<file path="config.mk">
export PLATFORM = sky130hd
export DESIGN_NAME = legv8_multicycle_control_flat
export DESIGN_NICKNAME = d
export VERILOG_FILES = /design/src/rtl/legv8_multicycle_control_pkg.sv /design/src/rtl/legv8_multicycle_control_if.sv /design/src/rtl/legv8_multicycle_control_classify.sv /design/src/rtl/legv8_multicycle_control.sv /design/src/flat_wrapper.sv
export SDC_FILE = /design/constraint.sdc
export NUM_CORES = 1
export LEC_CHECK = 0
export ABC_AREA = 1
export BUFFER_PORTS_ARGS = -buffer_cell sky130_fd_sc_hd__clkbuf_2
export CORE_MARGIN = 2
export CORE_UTILIZATION = 38
export DETAILED_ROUTE_END_ITERATION = 10
export MAX_ROUTING_LAYER = met4
export PLACE_DENSITY = 0.8
export SYNTH_ARGS = -nofsm -noshare
export SYNTH_HDL_FRONTEND = slang
export SYNTH_SLANG_ARGS = --single-unit
</file>
<file path="constraint.sdc">
create_clock -name clk -period 1.03 [get_ports clk]
set_input_delay 0.0515 -clock clk [delete_from_list [all_inputs] [get_ports clk]]
set_output_delay 0.0515 -clock clk [all_outputs]
set_load 0.005 [all_outputs]
</file>
<file path="src/rtl/legv8_multicycle_control_pkg.sv">
// Shared types and encodings for the LEGv8 multi-cycle control unit.
package legv8_ctrl_pkg;

    typedef enum logic [2:0] {
        ST_FETCH  = 3'd0,
        ST_DECODE = 3'd1,
        ST_EXEC   = 3'd2,
        ST_MEM    = 3'd3,
        ST_WB     = 3'd4,
        ST_TRAP   = 3'd5
    } state_e;

    typedef enum logic [2:0] {
        CLS_ILL  = 3'd0,
        CLS_R    = 3'd1,
        CLS_LDUR = 3'd2,
        CLS_STUR = 3'd3,
        CLS_CBZ  = 3'd4,
        CLS_CBNZ = 3'd5,
        CLS_B    = 3'd6
    } cls_e;

    localparam logic [10:0] OP_LDUR   = 11'b11111000010;
    localparam logic [10:0] OP_STUR   = 11'b11111000000;
    localparam logic [6:0]  OP_CB_HI  = 7'b1011010;   // bit 3 below this selects CBNZ
    localparam logic [5:0]  OP_B      = 6'b000101;
    localparam logic [3:0]  OP_R_MID  = 4'b0101;

    localparam logic [1:0] ALUOP_ADD   = 2'b00;
    localparam logic [1:0] ALUOP_PASSB = 2'b01;
    localparam logic [1:0] ALUOP_FUNCT = 2'b10;

    localparam logic [1:0] SRCB_REG    = 2'b00;
    localparam logic [1:0] SRCB_FOUR   = 2'b01;
    localparam logic [1:0] SRCB_IMM    = 2'b10;
    localparam logic [1:0] SRCB_IMM_SH = 2'b11;

    localparam logic [1:0] PCSRC_ALU    = 2'b00;
    localparam logic [1:0] PCSRC_ALUOUT = 2'b01;
    localparam logic [1:0] PCSRC_BRANCH = 2'b10;

endpackage

</file>
<file path="src/rtl/legv8_multicycle_control_if.sv">
// Control-unit bundle: memory handshake, instruction field, datapath controls and status.
interface legv8_multicycle_control_if #(
    parameter int OPCODE_W = 11
);
    logic [OPCODE_W-1:0] opcode;
    logic                zero;
    logic                mem_ack;
    logic                mem_req;
    logic                mem_read;
    logic                mem_write;
    logic                iord;
    logic                ir_write;
    logic                pc_write;
    logic                pc_write_cond;
    logic                reg2loc;
    logic                mem_to_reg;
    logic                reg_write;
    logic                alu_src_a;
    logic [1:0]          alu_src_b;
    logic [1:0]          alu_op;
    logic [1:0]          pc_src;
    logic                branch_nz;
    logic                illegal;
    logic                bus_error;
    logic [2:0]          state_o;

    modport master (
        input  opcode, zero, mem_ack,
        output mem_req, mem_read, mem_write, iord, ir_write, pc_write, pc_write_cond,
               reg2loc, mem_to_reg, reg_write, alu_src_a, alu_src_b, alu_op, pc_src,
               branch_nz, illegal, bus_error, state_o
    );

    modport slave (
        output opcode, zero, mem_ack,
        input  mem_req, mem_read, mem_write, iord, ir_write, pc_write, pc_write_cond,
               reg2loc, mem_to_reg, reg_write, alu_src_a, alu_src_b, alu_op, pc_src,
               branch_nz, illegal, bus_error, state_o
    );
endinterface

</file>
<file path="src/rtl/legv8_multicycle_control_classify.sv">
// Combinational opcode classifier; disabled classes fall through to illegal.
module legv8_opcode_classify
    import legv8_ctrl_pkg::*;
#(
    parameter int OPCODE_W    = 11,
    parameter bit ENABLE_CBNZ = 1'b1,
    parameter bit ENABLE_B    = 1'b1
) (
    input  logic [OPCODE_W-1:0] opcode_i,
    output cls_e                cls_o,
    output logic                illegal_o
);

    logic [10:0] op;
    assign op = opcode_i[OPCODE_W-1 -: 11];

    always_comb begin
        cls_o = CLS_ILL;
        if (op == OP_LDUR) begin
            cls_o = CLS_LDUR;
        end else if (op == OP_STUR) begin
            cls_o = CLS_STUR;
        end else if (op[10:4] == OP_CB_HI) begin
            if (!op[3])          cls_o = CLS_CBZ;
            else if (ENABLE_CBNZ) cls_o = CLS_CBNZ;
        end else if (op[10:5] == OP_B) begin
            if (ENABLE_B) cls_o = CLS_B;
        end else if (op[10] && op[7:4] == OP_R_MID && op[2:0] == 3'b000) begin
            cls_o = CLS_R;
        end
    end

    assign illegal_o = (cls_o == CLS_ILL);

endmodule

</file>
<file path="src/rtl/legv8_multicycle_control.sv">
// LEGv8 multi-cycle control FSM with req/ack memory handshake, illegal-opcode and timeout traps.
module legv8_multicycle_control
    import legv8_ctrl_pkg::*;
#(
    parameter int OPCODE_W    = 11,
    parameter bit ENABLE_CBNZ = 1'b1,
    parameter bit ENABLE_B    = 1'b1,
    parameter int MEM_TIMEOUT = 0
) (
    input logic                        clk,
    input logic                        rst_n,
    legv8_multicycle_control_if.master bus
);

    localparam int CNT_W = (MEM_TIMEOUT > 0) ? $clog2(MEM_TIMEOUT + 1) : 1;

    state_e           state_q;
    cls_e             cls_q;
    cls_e             cls_d;
    logic             illegal_d;
    logic [CNT_W-1:0] cnt_q;
    logic             illegal_q;
    logic             bus_error_q;
    logic             timeout;

    legv8_opcode_classify #(
        .OPCODE_W   (OPCODE_W),
        .ENABLE_CBNZ(ENABLE_CBNZ),
        .ENABLE_B   (ENABLE_B)
    ) u_classify (
        .opcode_i (bus.opcode),
        .cls_o    (cls_d),
        .illegal_o(illegal_d)
    );

    // An ack in the cycle the count hits the limit takes priority over the trap.
    assign timeout = (MEM_TIMEOUT > 0) && !bus.mem_ack && (cnt_q == CNT_W'(MEM_TIMEOUT));

    always_ff @(posedge clk or negedge rst_n) begin
        if (!rst_n) begin
            state_q     <= ST_FETCH;
            cls_q       <= CLS_ILL;
            cnt_q       <= '0;
            illegal_q   <= 1'b0;
            bus_error_q <= 1'b0;
        end else begin
            case (state_q)
                ST_FETCH, ST_MEM: begin
                    if (bus.mem_ack) begin
                        cnt_q <= '0;
                        if (state_q == ST_FETCH)     state_q <= ST_DECODE;
                        else if (cls_q == CLS_LDUR)  state_q <= ST_WB;
                        else                         state_q <= ST_FETCH;
                    end else if (timeout) begin
                        bus_error_q <= 1'b1;
                        state_q     <= ST_TRAP;
                    end else if (MEM_TIMEOUT > 0) begin
                        cnt_q <= cnt_q + CNT_W'(1);
                    end
                end
                ST_DECODE: begin
                    cls_q <= cls_d;
                    if (illegal_d) begin
                        illegal_q <= 1'b1;
                        state_q   <= ST_TRAP;
                    end else begin
                        state_q <= ST_EXEC;
                    end
                end
                ST_EXEC: begin
                    cnt_q <= '0;
                    case (cls_q)
                        CLS_R:              state_q <= ST_WB;
                        CLS_LDUR, CLS_STUR: state_q <= ST_MEM;
                        default:            state_q <= ST_FETCH;
                    endcase
                end
                ST_WB:   state_q <= ST_FETCH;
                default: state_q <= state_q;
            endcase
        end
    end

    always_comb begin
        bus.mem_req       = 1'b0;
        bus.mem_read      = 1'b0;
        bus.mem_write     = 1'b0;
        bus.iord          = 1'b0;
        bus.ir_write      = 1'b0;
        bus.pc_write      = 1'b0;
        bus.pc_write_cond = 1'b0;
        bus.reg2loc       = 1'b0;
        bus.mem_to_reg    = 1'b0;
        bus.reg_write     = 1'b0;
        bus.alu_src_a     = 1'b0;
        bus.alu_src_b     = SRCB_REG;
        bus.alu_op        = ALUOP_ADD;
        bus.pc_src        = PCSRC_ALU;
        bus.branch_nz     = 1'b0;
        case (state_q)
            ST_FETCH: begin
                bus.mem_req   = 1'b1;
                bus.mem_read  = 1'b1;
                bus.alu_src_b = SRCB_FOUR;
                bus.ir_write  = bus.mem_ack;
                bus.pc_write  = bus.mem_ack;
            end
            ST_DECODE: bus.alu_src_b = SRCB_IMM_SH;
            ST_EXEC: begin
                case (cls_q)
                    CLS_R: begin
                        bus.alu_src_a = 1'b1;
                        bus.alu_op    = ALUOP_FUNCT;
                    end
                    CLS_LDUR, CLS_STUR: begin
                        bus.alu_src_a = 1'b1;
                        bus.alu_src_b = SRCB_IMM;
                        bus.reg2loc   = 1'b1;
                    end
                    CLS_CBZ, CLS_CBNZ: begin
                        bus.reg2loc       = 1'b1;
                        bus.alu_op        = ALUOP_PASSB;
                        bus.pc_write_cond = 1'b1;
                        bus.pc_src        = PCSRC_ALUOUT;
                        bus.branch_nz     = (cls_q == CLS_CBNZ);
                    end
                    CLS_B: begin
                        bus.pc_write = 1'b1;
                        bus.pc_src   = PCSRC_ALUOUT;
                    end
                    default: ;
                endcase
            end
            ST_MEM: begin
                bus.mem_req   = 1'b1;
                bus.iord      = 1'b1;
                bus.mem_read  = (cls_q == CLS_LDUR);
                bus.mem_write = (cls_q == CLS_STUR);
            end
            ST_WB: begin
                bus.reg_write  = 1'b1;
                bus.mem_to_reg = (cls_q == CLS_LDUR);
            end
            default: ;
        endcase
    end

    assign bus.illegal   = illegal_q;
    assign bus.bus_error = bus_error_q;
    assign bus.state_o   = state_q;

endmodule

</file>
<file path="src/flat_wrapper.sv">
// flat-port wrapper written by rule: the top's interface ports become plain ports
module legv8_multicycle_control_flat import legv8_ctrl_pkg::*;
#(
    parameter int OPCODE_W    = 11,
    parameter bit ENABLE_CBNZ = 1'b1,
    parameter bit ENABLE_B    = 1'b1,
    parameter int MEM_TIMEOUT = 0
)
  (clk, rst_n, bus_opcode, bus_zero, bus_mem_ack, bus_mem_req, bus_mem_read, bus_mem_write, bus_iord, bus_ir_write, bus_pc_write, bus_pc_write_cond, bus_reg2loc, bus_mem_to_reg, bus_reg_write, bus_alu_src_a, bus_alu_src_b, bus_alu_op, bus_pc_src, bus_branch_nz, bus_illegal, bus_bus_error, bus_state_o);
  legv8_multicycle_control_if #(.OPCODE_W(OPCODE_W)) bus_i ();
  input logic clk;
  input logic rst_n;
  input wire logic [$bits(bus_i.opcode)-1:0] bus_opcode;
  input wire logic [$bits(bus_i.zero)-1:0] bus_zero;
  input wire logic [$bits(bus_i.mem_ack)-1:0] bus_mem_ack;
  output wire logic [$bits(bus_i.mem_req)-1:0] bus_mem_req;
  output wire logic [$bits(bus_i.mem_read)-1:0] bus_mem_read;
  output wire logic [$bits(bus_i.mem_write)-1:0] bus_mem_write;
  output wire logic [$bits(bus_i.iord)-1:0] bus_iord;
  output wire logic [$bits(bus_i.ir_write)-1:0] bus_ir_write;
  output wire logic [$bits(bus_i.pc_write)-1:0] bus_pc_write;
  output wire logic [$bits(bus_i.pc_write_cond)-1:0] bus_pc_write_cond;
  output wire logic [$bits(bus_i.reg2loc)-1:0] bus_reg2loc;
  output wire logic [$bits(bus_i.mem_to_reg)-1:0] bus_mem_to_reg;
  output wire logic [$bits(bus_i.reg_write)-1:0] bus_reg_write;
  output wire logic [$bits(bus_i.alu_src_a)-1:0] bus_alu_src_a;
  output wire logic [$bits(bus_i.alu_src_b)-1:0] bus_alu_src_b;
  output wire logic [$bits(bus_i.alu_op)-1:0] bus_alu_op;
  output wire logic [$bits(bus_i.pc_src)-1:0] bus_pc_src;
  output wire logic [$bits(bus_i.branch_nz)-1:0] bus_branch_nz;
  output wire logic [$bits(bus_i.illegal)-1:0] bus_illegal;
  output wire logic [$bits(bus_i.bus_error)-1:0] bus_bus_error;
  output wire logic [$bits(bus_i.state_o)-1:0] bus_state_o;
  assign bus_i.opcode = bus_opcode;
  assign bus_i.zero = bus_zero;
  assign bus_i.mem_ack = bus_mem_ack;
  assign bus_mem_req = bus_i.mem_req;
  assign bus_mem_read = bus_i.mem_read;
  assign bus_mem_write = bus_i.mem_write;
  assign bus_iord = bus_i.iord;
  assign bus_ir_write = bus_i.ir_write;
  assign bus_pc_write = bus_i.pc_write;
  assign bus_pc_write_cond = bus_i.pc_write_cond;
  assign bus_reg2loc = bus_i.reg2loc;
  assign bus_mem_to_reg = bus_i.mem_to_reg;
  assign bus_reg_write = bus_i.reg_write;
  assign bus_alu_src_a = bus_i.alu_src_a;
  assign bus_alu_src_b = bus_i.alu_src_b;
  assign bus_alu_op = bus_i.alu_op;
  assign bus_pc_src = bus_i.pc_src;
  assign bus_branch_nz = bus_i.branch_nz;
  assign bus_illegal = bus_i.illegal;
  assign bus_bus_error = bus_i.bus_error;
  assign bus_state_o = bus_i.state_o;
  legv8_multicycle_control #(.OPCODE_W(OPCODE_W), .ENABLE_CBNZ(ENABLE_CBNZ), .ENABLE_B(ENABLE_B), .MEM_TIMEOUT(MEM_TIMEOUT)) u_core (.clk(clk), .rst_n(rst_n), .bus(bus_i));
endmodule
</file>
==> flow_metrics.env <==
export IMPL_gr_usage_met3_pct=3.57
export IMPL_synth_distinct_cells=21
export IMPL_skew_ps=2.83
export IMPL_clkPwrFrac_pct=45.0
export IMPL_hpwlAfterDp_um=1600
export IMPL_critPathLaunchType="register"
export IMPL_cp_max_fo=4
export IMPL_synth_warnings=0
export IMPL_clockRootBuffer="clkbuf_4"
export IMPL_leakage_nw=0.865
export IMPL_yosys_register_bits=7
export IMPL_drive_above_1_share_pct=70.4
export IMPL_drt_wl_total_um=3170
export IMPL_drt_pre_antenna_iters=4
export IMPL_drc_errors=0
export IMPL_grt_pass1_vias=1027
export IMPL_fin_setup_tns_ps=-8980
export IMPL_core_area_um2=1690
export IMPL_fin_crit_sh_pct=145
export IMPL_setup_viol=25
export IMPL_violations="negative setup slack"
export IMPL_slew_viol_final=0
export IMPL_clkSinkCount=7
export IMPL_ant_nets=0
export IMPL_comb_power_share_pct=11.9
export IMPL_area_delta_synth_final_pct=116
export IMPL_diodes=0
export IMPL_grt_max_degree=8
export IMPL_hold_viol_final=0
export IMPL_syn_inst=115
export IMPL_p_sw_uw=181
export IMPL_die_height_um=45.9
export IMPL_worstPathArrival_ps=1440
export IMPL_finalWorstSetupSlack_ps=-466
export IMPL_place_congestion=0.893
export IMPL_met1_usage_pct=26.3
export IMPL_utilization_pct=85.3
export IMPL_htree_levels=1
export IMPL_endpoint_kind="output pin"
export IMPL_critPathKind="reg2out"
export IMPL_ios=38
export IMPL_viasPerCell=5.18
export IMPL_met2_usage_pct=52.2
export IMPL_path_clk_slew_ps=60
export IMPL_synth_top_area_share_pct=26.2
export IMPL_rsz0062_at_grt="true"
export IMPL_min_period_ps=1500
export IMPL_cts_tree="yes"
export IMPL_outcome="complete, but fails checks"
export IMPL_cap_violations=0
export IMPL_power_density_nw_per_um2=442
export IMPL_avgSynthCellArea_um2=5.81
export IMPL_top_usage_layer="met2"
export IMPL_synth_area_leaders="dfrtp_1 26%, nand2_1 16%, inv_1 11%, nor2_1 8.4%, nand2_2 6.6%"
export IMPL_first_iter_violations=7
export IMPL_io_buffers=34
export IMPL_num_rows=15
export IMPL_yosys_area_top_type="dfrtp_1"
export IMPL_nets=202
export IMPL_die_width_um=45.9
export IMPL_switching_share_pct=28.4
export IMPL_yosysSeqAreaShare_pct=26.2
export IMPL_antenna_found_initial=0
export IMPL_hold_class="in2reg"
export IMPL_ir_drop_v=0.000483
export IMPL_clk_latency_ps=270
export IMPL_p_int_uw=456
export IMPL_gr_total_overflow=0
export IMPL_grt_pass1_wl_um=4130
export IMPL_p_seq_share_pct=43.2
export IMPL_crit_required_ps=980
export IMPL_grt_total_usage_pct=28.2
export IMPL_cts_buffers=3
export IMPL_vias=1051
export IMPL_fmax_ghz=0.669
export IMPL_clockBufferDepth=2
export IMPL_dieArea_um2=2110
export IMPL_syn_area_um2=668
export IMPL_start_util_pct=39.6
export IMPL_wl_per_cell_um=15.6
-- flip-flops by register name (all words and copies together), names as in the netlist --
register and flops:
u_core.bus.state_o 3, u_core.cls_q 3, u_core.bus.illegal 1
-- metal layers --
metal  vias up  routed length (µm)
li1        489                   -
met2        64                1610
met4         0                 155
met3        16                 196
met1       482                1210
met5         -                   0
-- power groups by stage --
stage | clock [mW] | combinational, mW | sequential, mW
floorplan | 0 | 0.0365 | 0.280
global placement | 0 | 0.0655 | 0.280
detailed placement | 0 | 0.0695 | 0.280
CTS | 0.257 | 0.0732 | 0.275
global route | 0.289 | 0.0872 | 0.275
finish | 0.286 | 0.0756 | 0.275
-- stage by stage --
step	setup WS [ps]	cells	total power, mW	cell area [µm²]	hold slack (ps)
floorplan	-122	116	0.317	697	-244
global placement	-188	186	0.345	1030	-108
detailed placement	-235	186	0.349	1030	-106
CTS	-384	202	0.606	1280	167
global route	-498	203	0.651	1440	220
finish	-466	203	0.637	1440	173
-- path summary, 6_finish.rpt --
kind	start	endpoint	slack, ps	cells after the start
min in group asynchronous	rst_n	u_core.bus.state_o[1]	210	2
min	bus_opcode[8]	u_core.cls_q[1]	170	6
max in group asynchronous	rst_n	u_core.cls_q[1]	630	2
max	u_core.bus.state_o[2]	bus_pc_src[0]	-470	7
min reg2reg	u_core.bus.illegal	u_core.bus.illegal	470	2
max reg2reg	u_core.bus.state_o[1]	u_core.bus.state_o[2]	-390	9
-- critical path, cell delays in order (launching register included) --
cell and delay, ps:
dfrtp_1 400, inv_2 120, nand3_4 120, inv_4 100, nand2_4 70, buf_6 130, a21oi_2 90, buf_2 130
-- cell usage after synthesis (all sizes together) --
library cell  count
a21oi             3
buf               3
clkinv            1
conb              1
dfrtp             7
inv              24
nand2            36
nand3             8
nand4             2
nor2             21
nor3              3
nor4              1
o21ai             4
o32ai             1
-- placed cells by master (no fill, tap or decap), types with 3 or more instances in the layout --
cell type	synthesis	layout
buf_2	1	10
clkbuf_2	0	21
nor2_2	6	5
dfrtp_2	0	4
nand2_4	0	8
inv_2	5	8
buf_6	0	21
clkbuf_4	0	3
nor2_1	15	9
inv_1	19	13
nor2_4	0	7
a21oi_2	0	3
buf_4	2	16
nand2_2	7	10
nand3_1	7	3
dfrtp_1	7	3
nand2_1	29	18
o21ai_1	2	3
nand3_4	0	3
-- cells by family after synthesis --
family	Yosys count	synth area share, %
AOI/OAI and AO/OA	8	6.55
DFF	7	26.2
other	1	0.561
buffers and inverters	28	17.2
and+or+nand+nor	71	49.4
-- what timing repair did --
item / in CTS / in global routing
hold endpoints to repair: 7 / 0
setup buffers: 12 / 4
resized for setup: 36 / 54
hold buffers: 1 / 0
endpoints found under the setup margin: 24 / 25
pin swaps: 13 / 20
-- area by class of cell --
| type | instances | area (µm²) |
|---|---|---|
| fill | 83 | 248 |
| timing repair buffer | 69 | 522 |
| tap | 17 | 21.3 |
| sequential | 7 | 180 |
| multi-input combinational | 81 | 587 |
| clock buffer | 4 | 26.3 |
| inverter | 25 | 105 |
Note: power is estimated with default switching activity, not from simulation.
